`src/rtl/serdes_unpack.sv`:
```
// serdes_unpack: re-slices a dense stream of IN_COUNT operands per word into
// low-justified, zero-padded output words whose operand counts come from a config FIFO.
module serdes_unpack #(
  parameter int IN_COUNT  = 10,
  parameter int OUT_COUNT = 10,
  parameter int OP_WIDTH  = 16,
  parameter int IN_WIDTH  = IN_COUNT * OP_WIDTH,
  parameter int OUT_WIDTH = OUT_COUNT * OP_WIDTH,
  parameter int COUNT_W   = $clog2(OUT_COUNT + 1)
) (
  input  logic                 clk,
  input  logic                 reset,
  input  logic [COUNT_W-1:0]   cfg_count,
  input  logic                 cfg_push,
  output logic                 cfg_ready,
  input  logic                 s_read_req,
  input  logic                 s_read_last,
  output logic                 s_read_ready,
  input  logic [IN_WIDTH-1:0]  s_read_data,
  output logic                 m_read_req,
  input  logic                 m_read_ready,
  output logic [OUT_WIDTH-1:0] m_read_data,
  output logic [COUNT_W-1:0]   m_read_count
);
  localparam int LEFT_W = $clog2(IN_COUNT + 1);
  localparam logic [LEFT_W-1:0]  IN_FULL = LEFT_W'(IN_COUNT);
  localparam logic [COUNT_W-1:0] OUT_MAX = COUNT_W'(OUT_COUNT);

  typedef enum logic [1:0] {IDLE, RUN, EMIT} state_t;
  state_t state, state_next;

  logic [IN_WIDTH:0]    dq_mem [8];
  logic [2:0]           dq_wr, dq_rd;
  logic [3:0]           dq_cnt;
  logic                 dq_push, dq_pop, dq_pop_ok, dq_empty;
  logic [IN_WIDTH:0]    dq_head;

  logic [COUNT_W-1:0]   cq_mem [32];
  logic [4:0]           cq_wr, cq_rd;
  logic [5:0]           cq_cnt;
  logic                 cq_push, cq_pop, cq_pop_ok, cq_empty;
  logic [COUNT_W-1:0]   target;

  logic [IN_WIDTH-1:0]  in_word;
  logic [LEFT_W-1:0]    in_left;
  logic                 in_last;
  logic [OUT_WIDTH-1:0] acc;
  logic [COUNT_W-1:0]   fill;
  logic                 do_shift, do_drop, do_clear;

  assign s_read_ready = (dq_cnt != 4'd8);
  assign dq_empty     = (dq_cnt == 4'd0);
  assign dq_push      = s_read_req && s_read_ready;
  assign dq_pop_ok    = dq_pop && !dq_empty;
  assign dq_head      = dq_mem[dq_rd];

  assign cfg_ready    = (cq_cnt != 6'd32);
  assign cq_empty     = (cq_cnt == 6'd0);
  assign cq_push      = cfg_push && cfg_ready;
  assign cq_pop_ok    = cq_pop && !cq_empty;
  assign target       = cq_mem[cq_rd];

  // FIFO storage carries no reset; occupancy counters alone define validity
  always_ff @(posedge clk) begin
    if (dq_push) dq_mem[dq_wr] <= {s_read_last, s_read_data};
    if (cq_push) cq_mem[cq_wr] <= cfg_count;
  end

  always_ff @(posedge clk or negedge reset) begin
    if (!reset) begin
      dq_wr  <= '0;
      dq_rd  <= '0;
      dq_cnt <= '0;
      cq_wr  <= '0;
      cq_rd  <= '0;
      cq_cnt <= '0;
    end else begin
      if (dq_push)   dq_wr <= dq_wr + 3'd1;
      if (dq_pop_ok) dq_rd <= dq_rd + 3'd1;
      dq_cnt <= dq_cnt + 4'(dq_push) - 4'(dq_pop_ok);
      if (cq_push)   cq_wr <= cq_wr + 5'd1;
      if (cq_pop_ok) cq_rd <= cq_rd + 5'd1;
      cq_cnt <= cq_cnt + 6'(cq_push) - 6'(cq_pop_ok);
    end
  end

  always_ff @(posedge clk or negedge reset) begin
    if (!reset) state <= IDLE;
    else        state <= state_next;
  end

  always_comb begin
    state_next = state;
    dq_pop     = 1'b0;
    cq_pop     = 1'b0;
    do_shift   = 1'b0;
    do_drop    = 1'b0;
    do_clear   = 1'b0;
    case (state)
      IDLE: begin
        if (!dq_empty) begin
          dq_pop     = 1'b1;
          state_next = RUN;
        end
      end
      RUN: begin
        // A zero count is illegal; it is retired without producing a word
        if (cq_empty) begin
          if (in_last) begin
            do_drop    = 1'b1;
            state_next = IDLE;
          end
        end else if (target == '0) begin
          cq_pop = 1'b1;
        end else if (fill == target || fill == OUT_MAX) begin
          state_next = EMIT;
        end else if (in_left != '0) begin
          do_shift = 1'b1;
        end else if (in_last && fill != '0) begin
          state_next = EMIT;
        end else begin
          state_next = IDLE;
        end
      end
      EMIT: begin
        if (m_read_ready) begin
          cq_pop     = 1'b1;
          do_clear   = 1'b1;
          state_next = (in_left != '0) ? RUN : IDLE;
        end
      end
      default: state_next = IDLE;
    endcase
  end

  always_ff @(posedge clk or negedge reset) begin
    if (!reset) begin
      in_word <= '0;
      in_left <= '0;
      in_last <= 1'b0;
      acc     <= '0;
      fill    <= '0;
    end else begin
      if (dq_pop_ok) begin
        in_word <= dq_head[IN_WIDTH-1:0];
        in_last <= dq_head[IN_WIDTH];
        in_left <= IN_FULL;
      end else if (do_shift) begin
        acc     <= acc | (OUT_WIDTH'(in_word[OP_WIDTH-1:0]) << (int'(fill) * OP_WIDTH));
        in_word <= in_word >> OP_WIDTH;
        fill    <= fill + COUNT_W'(1);
        in_left <= in_left - LEFT_W'(1);
      end else if (do_drop) begin
        in_left <= '0;
      end
      if (do_clear) begin
        acc  <= '0;
        fill <= '0;
      end
    end
  end

  assign m_read_req   = (state == EMIT);
  assign m_read_data  = m_read_req ? acc : '0;
  assign m_read_count = m_read_req ? fill : '0;

endmodule
```
`config.mk`:
```
export PLATFORM = sky130hd
export DESIGN_NAME = serdes_unpack
export DESIGN_NICKNAME = d
export VERILOG_FILES = /design/src/rtl/serdes_unpack.sv
export SDC_FILE = /design/constraint.sdc
export NUM_CORES = 2
export LEC_CHECK = 0
export BUFFER_PORTS_ARGS = -buffer_cell sky130_fd_sc_hd__buf_2
export CAP_MARGIN = 40
export CORE_UTILIZATION = 55
export DETAILED_ROUTE_END_ITERATION = 8
export PLACE_DENSITY = 0.75
export SKIP_CTS_REPAIR_TIMING = 1
export SYNTH_ARGS = -nofsm -noshare
export SYNTH_HDL_FRONTEND = slang
export SYNTH_SLANG_ARGS = --single-unit
```
`constraint.sdc`:
```
create_clock -name clk -period 32 [get_ports clk]
set_clock_uncertainty 0.2 [all_clocks]
set_input_delay 6.4 -clock clk [delete_from_list [all_inputs] [get_ports clk]]
set_output_delay 6.4 -clock clk [all_outputs]
set_load 0.02 [all_outputs]
```
* Yosys cells after proc, flatten, opt, wreduce, memory -nomap -nowiden *
Memories as Yosys holds them, arrays and structs flattened.
Cells that the tools add are included.

storage, ports and cells
  word-level logic and storage cells = 99
  bits in writable memories = 1,416
  output and inout bits = 167
  register bits after elaboration = 357
  input port bits = 170
  memories kept = 2

memories
  memory  words  bits a word  rd ports  clocked after memory_dff  wr ports  line  source
  dq_mem  8      161          1         0                         1         32    logic [IN_WIDTH:0] dq_mem [8];
  cq_mem  32     4            1         0                         1         38    logic [COUNT_W-1:0] cq_mem [32];

cells by class
  shifts and indexed selects = 1
  reductions and logical operators = 19
  bitwise gates (word level) = 1
  $add $sub $neg = 10
  muxes and demuxes = 42
  eq/ne operators = 12

operator list
  kind                 count
  $mux 160             6
  $or 160x160->160     1
  $shl 16x8->160       1
  $mux 4               7
  $mux 1               19
  $mux 2               8
  $add 5x1->5 const B  2
  $logic_not 4->1      2
  $ne 4x4->1 const B   2
  $reduce_bool 4->1    2
  $add 3x1->3 const B  2
  $add 6x1->6          1
  $logic_not 6->1      1
  $ne 3x3->1 const B   2
  $ne 6x6->1 const B   1
  $pmux 2 s3           1
  $sub 6x1->6          1
  $logic_and 1x1->1    5
  $reduce_and 5->1     1
  $add 4x1->4          1
  $add 4x1->4 const B  1
  $eq 4x4->1           1
  $eq 4x4->1 const B   1
  $ne 2x1->1 const B   2
  12 further kinds     14

* Logic depth before layout (Yosys ltp) *
An unclocked memory read counts as a cell.

  depth after elaboration = 10
  mapped depth = 19
  mapped depth without buffers = 16

* Worst setup path after synthesis *
Ideal clock, no wire load.

  kind = input-to-reg
  start = input s_read_req
  end = memory dq_mem[0][0] (netlist name), enable pin
  required time = 30,921 ps
  setup slack = 13,255 ps
  data arrival time = 17,666 ps
  stages on the path = 3
  path through = nand2_1 -> or2_2 -> nor3_1

between the ends
  word-level cells in the longest chain between the ends = 3

RTL lines
  what                          line  source
  from (decl)                   16    input logic s_read_req,
  $logic_and 1x1->1             53    assign dq_push = s_read_req && s_read_ready;
  $mux 1                        65    if (dq_push) dq_mem[dq_wr] <= {s_read_last, s_read_data};
  $mux 1 (implied by the code)  65
  to (decl)                     32

No other way between the ends.

* Worst setup path in the final report *
  start = register state[0]
  end = output m_read_data[91]

between the ends
  word-level cells in the longest chain between the ends = 2

RTL lines
  what                    line  source
  from (decl)             30    state_t state, state_next;
  from (signal assigned)  89    else state <= state_next;
  $eq 2x2->1              163   assign m_read_req = (state == EMIT);
  $mux 160                164   assign m_read_data = m_read_req ? acc : '0;
  to (decl)               22    output logic [OUT_WIDTH-1:0] m_read_data,

No other way between the ends.

==> run metrics <==
post-synthesis cell count=3717; crit path time final=9.497 ns; FF+latch count, synth=1773; post-detailed-route count of antenna-violating nets=0; initial antenna violation count=60; Die Area=0.1284 mm2; via count=35.89k; Filler cells=8620; post-synthesis sequential area ratio=73.71%; starting density of the core=55.52%; Synth area leaders=edfxtp_1 61%, dfrtp_1 13%, mux4_2 11%; area of the core=0.1257 mm2; die width=358.3 um; setup TNS=0 ns; final wirelength=155000 um; number of buffers inserted by port buffering=336; top cell type's share of synthesized area=60.91%; CP endpoint kind=output pin; Reg clk slew, reported paths=0.06 ns; crit path kind=reg -> out; Final Hold Viols=0; GR Layer Usage met3=5.315%; Slew HR=33.36%; status=complete, no violations; WP buf/inv=3; all-layer global routing usage=24.54%; largest net degree at the start of global routing=139; Crit Path Max Fanout=117; grt total ovfl=0; # rows=130; Critical Path RT=25.40 ns; Post-synth EDFFs=1416; CTS Buf Count=172; Synth async-reset ratio=20.14%; met1 GRT Util=33.65%; crit-path cells=inv_1 > ha_4 > buf_4 > and2_1 > buf_2; Chip Height=358.3 um; GRT busiest layer=met2; HPWL Detailed=90260 um; Data arrival, critical path=2.90 ns; initial DRC count=3163; warnings from Yosys=0; DR pass1 iterations=6; routability cong.=0.8375; I/O pin count=337; vias in the first global route=35.93k; vias per cell=6.120; count of final setup violators=0; FMAX=0.1053 GHz; Core Util, Final=62.72%; Max VDD drop=0.1110 mV; drt drc=0; Max Cap Violations=0; syn_nets=3920; Top FF cell, synth=edfxtp_1; layout cells sized above 1=24.82%; CTS max path bufs=3; critical path's top delay family=buffers and inverters; fin. max-slew vios=0; H-Tree Depth=4; worst skew pair latency=0.79 ns; worst slew pin tran=0.9995 ns; worst stage delay on the critical path=0.66 ns; LEAKAGE=28.13 nW; Crit-path slowest cell=buf_4; most frequent cell after synthesis=edfxtp_1; Final period util=29.68%; Layout area overhead=12.97%; top cells by count, synth=1416 x edfxtp_1, 357 x dfrtp_1, 345 x mux4_2; CTS tree=done; Startpoint Class=register; Nets=4254; root buffer cell=clkbuf_16; RSZ-0062 raised after global routing=no; Cell Pwr Density=94.71 mW/mm2; first-pass GRT wire length=231900 um; Tightest Hold Check Type=reg -> reg; Synth area leader=edfxtp_1; Yosys cell types=74; Sink Count=1773; mean post-synth cell area=18.78 um2; met2 Use GR=39.46%; routed len/inst=26.44 um; cell area after synthesis=0.06981 mm2
-- final cells by class --
| cell class | instances | area (um2) | area share, % |
|---|---|---|---|
| inverters | 30 | 112.6 | 0.1428 |
| clock inverters | 71 | 635.6 | 0.8060 |
| clock buffers | 246 | 4837 | 6.134 |
| well taps | 1650 | 2064 | 2.618 |
| multi-input cells | 1672 | 17210 | 21.82 |
| diodes | 20 | 50.05 | 0.06347 |
| flip-flops and latches | 1773 | 51470 | 65.27 |
| repair buffers | 402 | 2480 | 3.145 |
-- final timing paths --
kind	start	depth (start not counted)	to	slack, ns
min in group asynchronous	reset	1	acc[129]$_DFFE_PN0P_	5.38
hold / removal	acc[110]$_DFFE_PN0P_	2	acc[110]$_DFFE_PN0P_	0.27
max in group asynchronous	reset	5	acc[33]$_DFFE_PN0P_	23.52
setup reg to reg	cq_rd[0]$_DFFE_PN0P_	12	in_word[78]$_DFFE_PN0P_	26.32
hold reg to reg	acc[110]$_DFFE_PN0P_	2	acc[110]$_DFFE_PN0P_	0.27
setup / recovery	state[0]$_DFFE_PN0P_	5	m_read_data[91]	22.50
-- cell usage in the layout, fill, tap and decap left out, types with 30 or more instances in the layout --
master,count
edfxtp_1,1416
dfrtp_1,352
mux4_2,345
buf_2,336
clkbuf_16,176
mux2i_1,175
and2_1,168
nor2b_1,165
a21oi_1,153
a211oi_1,145
nand2_1,92
a22o_1,64
clkbuf_1,53
a32o_1,49
nor2_1,46
buf_4,45
o21ai_0,40
ha_1,30
-- logic make-up (layout without fill, tap and decap cells) --
logic type | after synthesis | in the layout | share of synthesized area, %
flip-flops | 1773 | 1773 | 73.71
multiplexers | 531 | 531 | 13.82
adder cells (fa/ha/maj) | 33 | 33 | 0.6130
XOR/XNOR | 16 | 16 | 0.2007
other | 0 | 20 | 0
buffers and inverters | 272 | 749 | 1.771
AND/OR/NAND/NOR | 572 | 572 | 4.630
AO/OA/AOI/OAI | 520 | 520 | 5.253
-- through the flow --
stage | hold slack [ns] | instance area (um2) | setup WS (ns) | power (mW) | cells
floorplan | 0.2402 | 69810 | 13.26 | 4.937 | 3717
global placement | 0.2550 | 73130 | 22.27 | 5.479 | 5518
detailed placement | 0.2585 | 73340 | 22.52 | 5.568 | 5527
CTS | 0.2722 | 78810 | 22.43 | 7.534 | 5844
global route | 0.2873 | 78820 | 22.26 | 7.815 | 5850
finish | 0.2717 | 78860 | 22.50 | 7.469 | 5864
-- metal layers --
metal,vias to the layer above,share of wire (%)
li1,15530,-
met1,18700,40
met2,1313,49
met3,296,7.5
met4,52,3.0
met5,-,0.23
-- worst reg2reg max path, stage by stage, from the launching register on --
cell      delay [ns]
dfrtp_2         0.34
buf_4           0.56
mux4_2          0.66
a22oi_1         0.41
nand4_1         0.20
a222oi_1        0.46
nand2_1         0.25
o211ai_4        0.12
buf_4           0.44
buf_4           0.60
buf_12          0.67
mux2i_1         0.52
a21oi_1         0.10
-- report_power, final --
group	switching, mW	internal, mW	total (mW)
Clock	0.835	1.13	1.96
Sequential	0.297	2.98	3.27
Combinational	1.26	0.969	2.23
-- registers in the layout (all words and copies together), names as in the netlist --
| register | count |
|---|---|
| in_last | 1 |
| in_word | 160 |
| dq_rd | 3 |
| state | 2 |
| cq_cnt | 6 |
| cq_rd | 5 |
| acc | 160 |
| fill | 4 |
| cq_wr | 5 |
| in_left | 4 |
| dq_mem | 1288 |
| dq_wr | 3 |
| cq_mem | 128 |
| dq_cnt | 4 |
No activity file was read; power rests on OpenSTA's default activity.
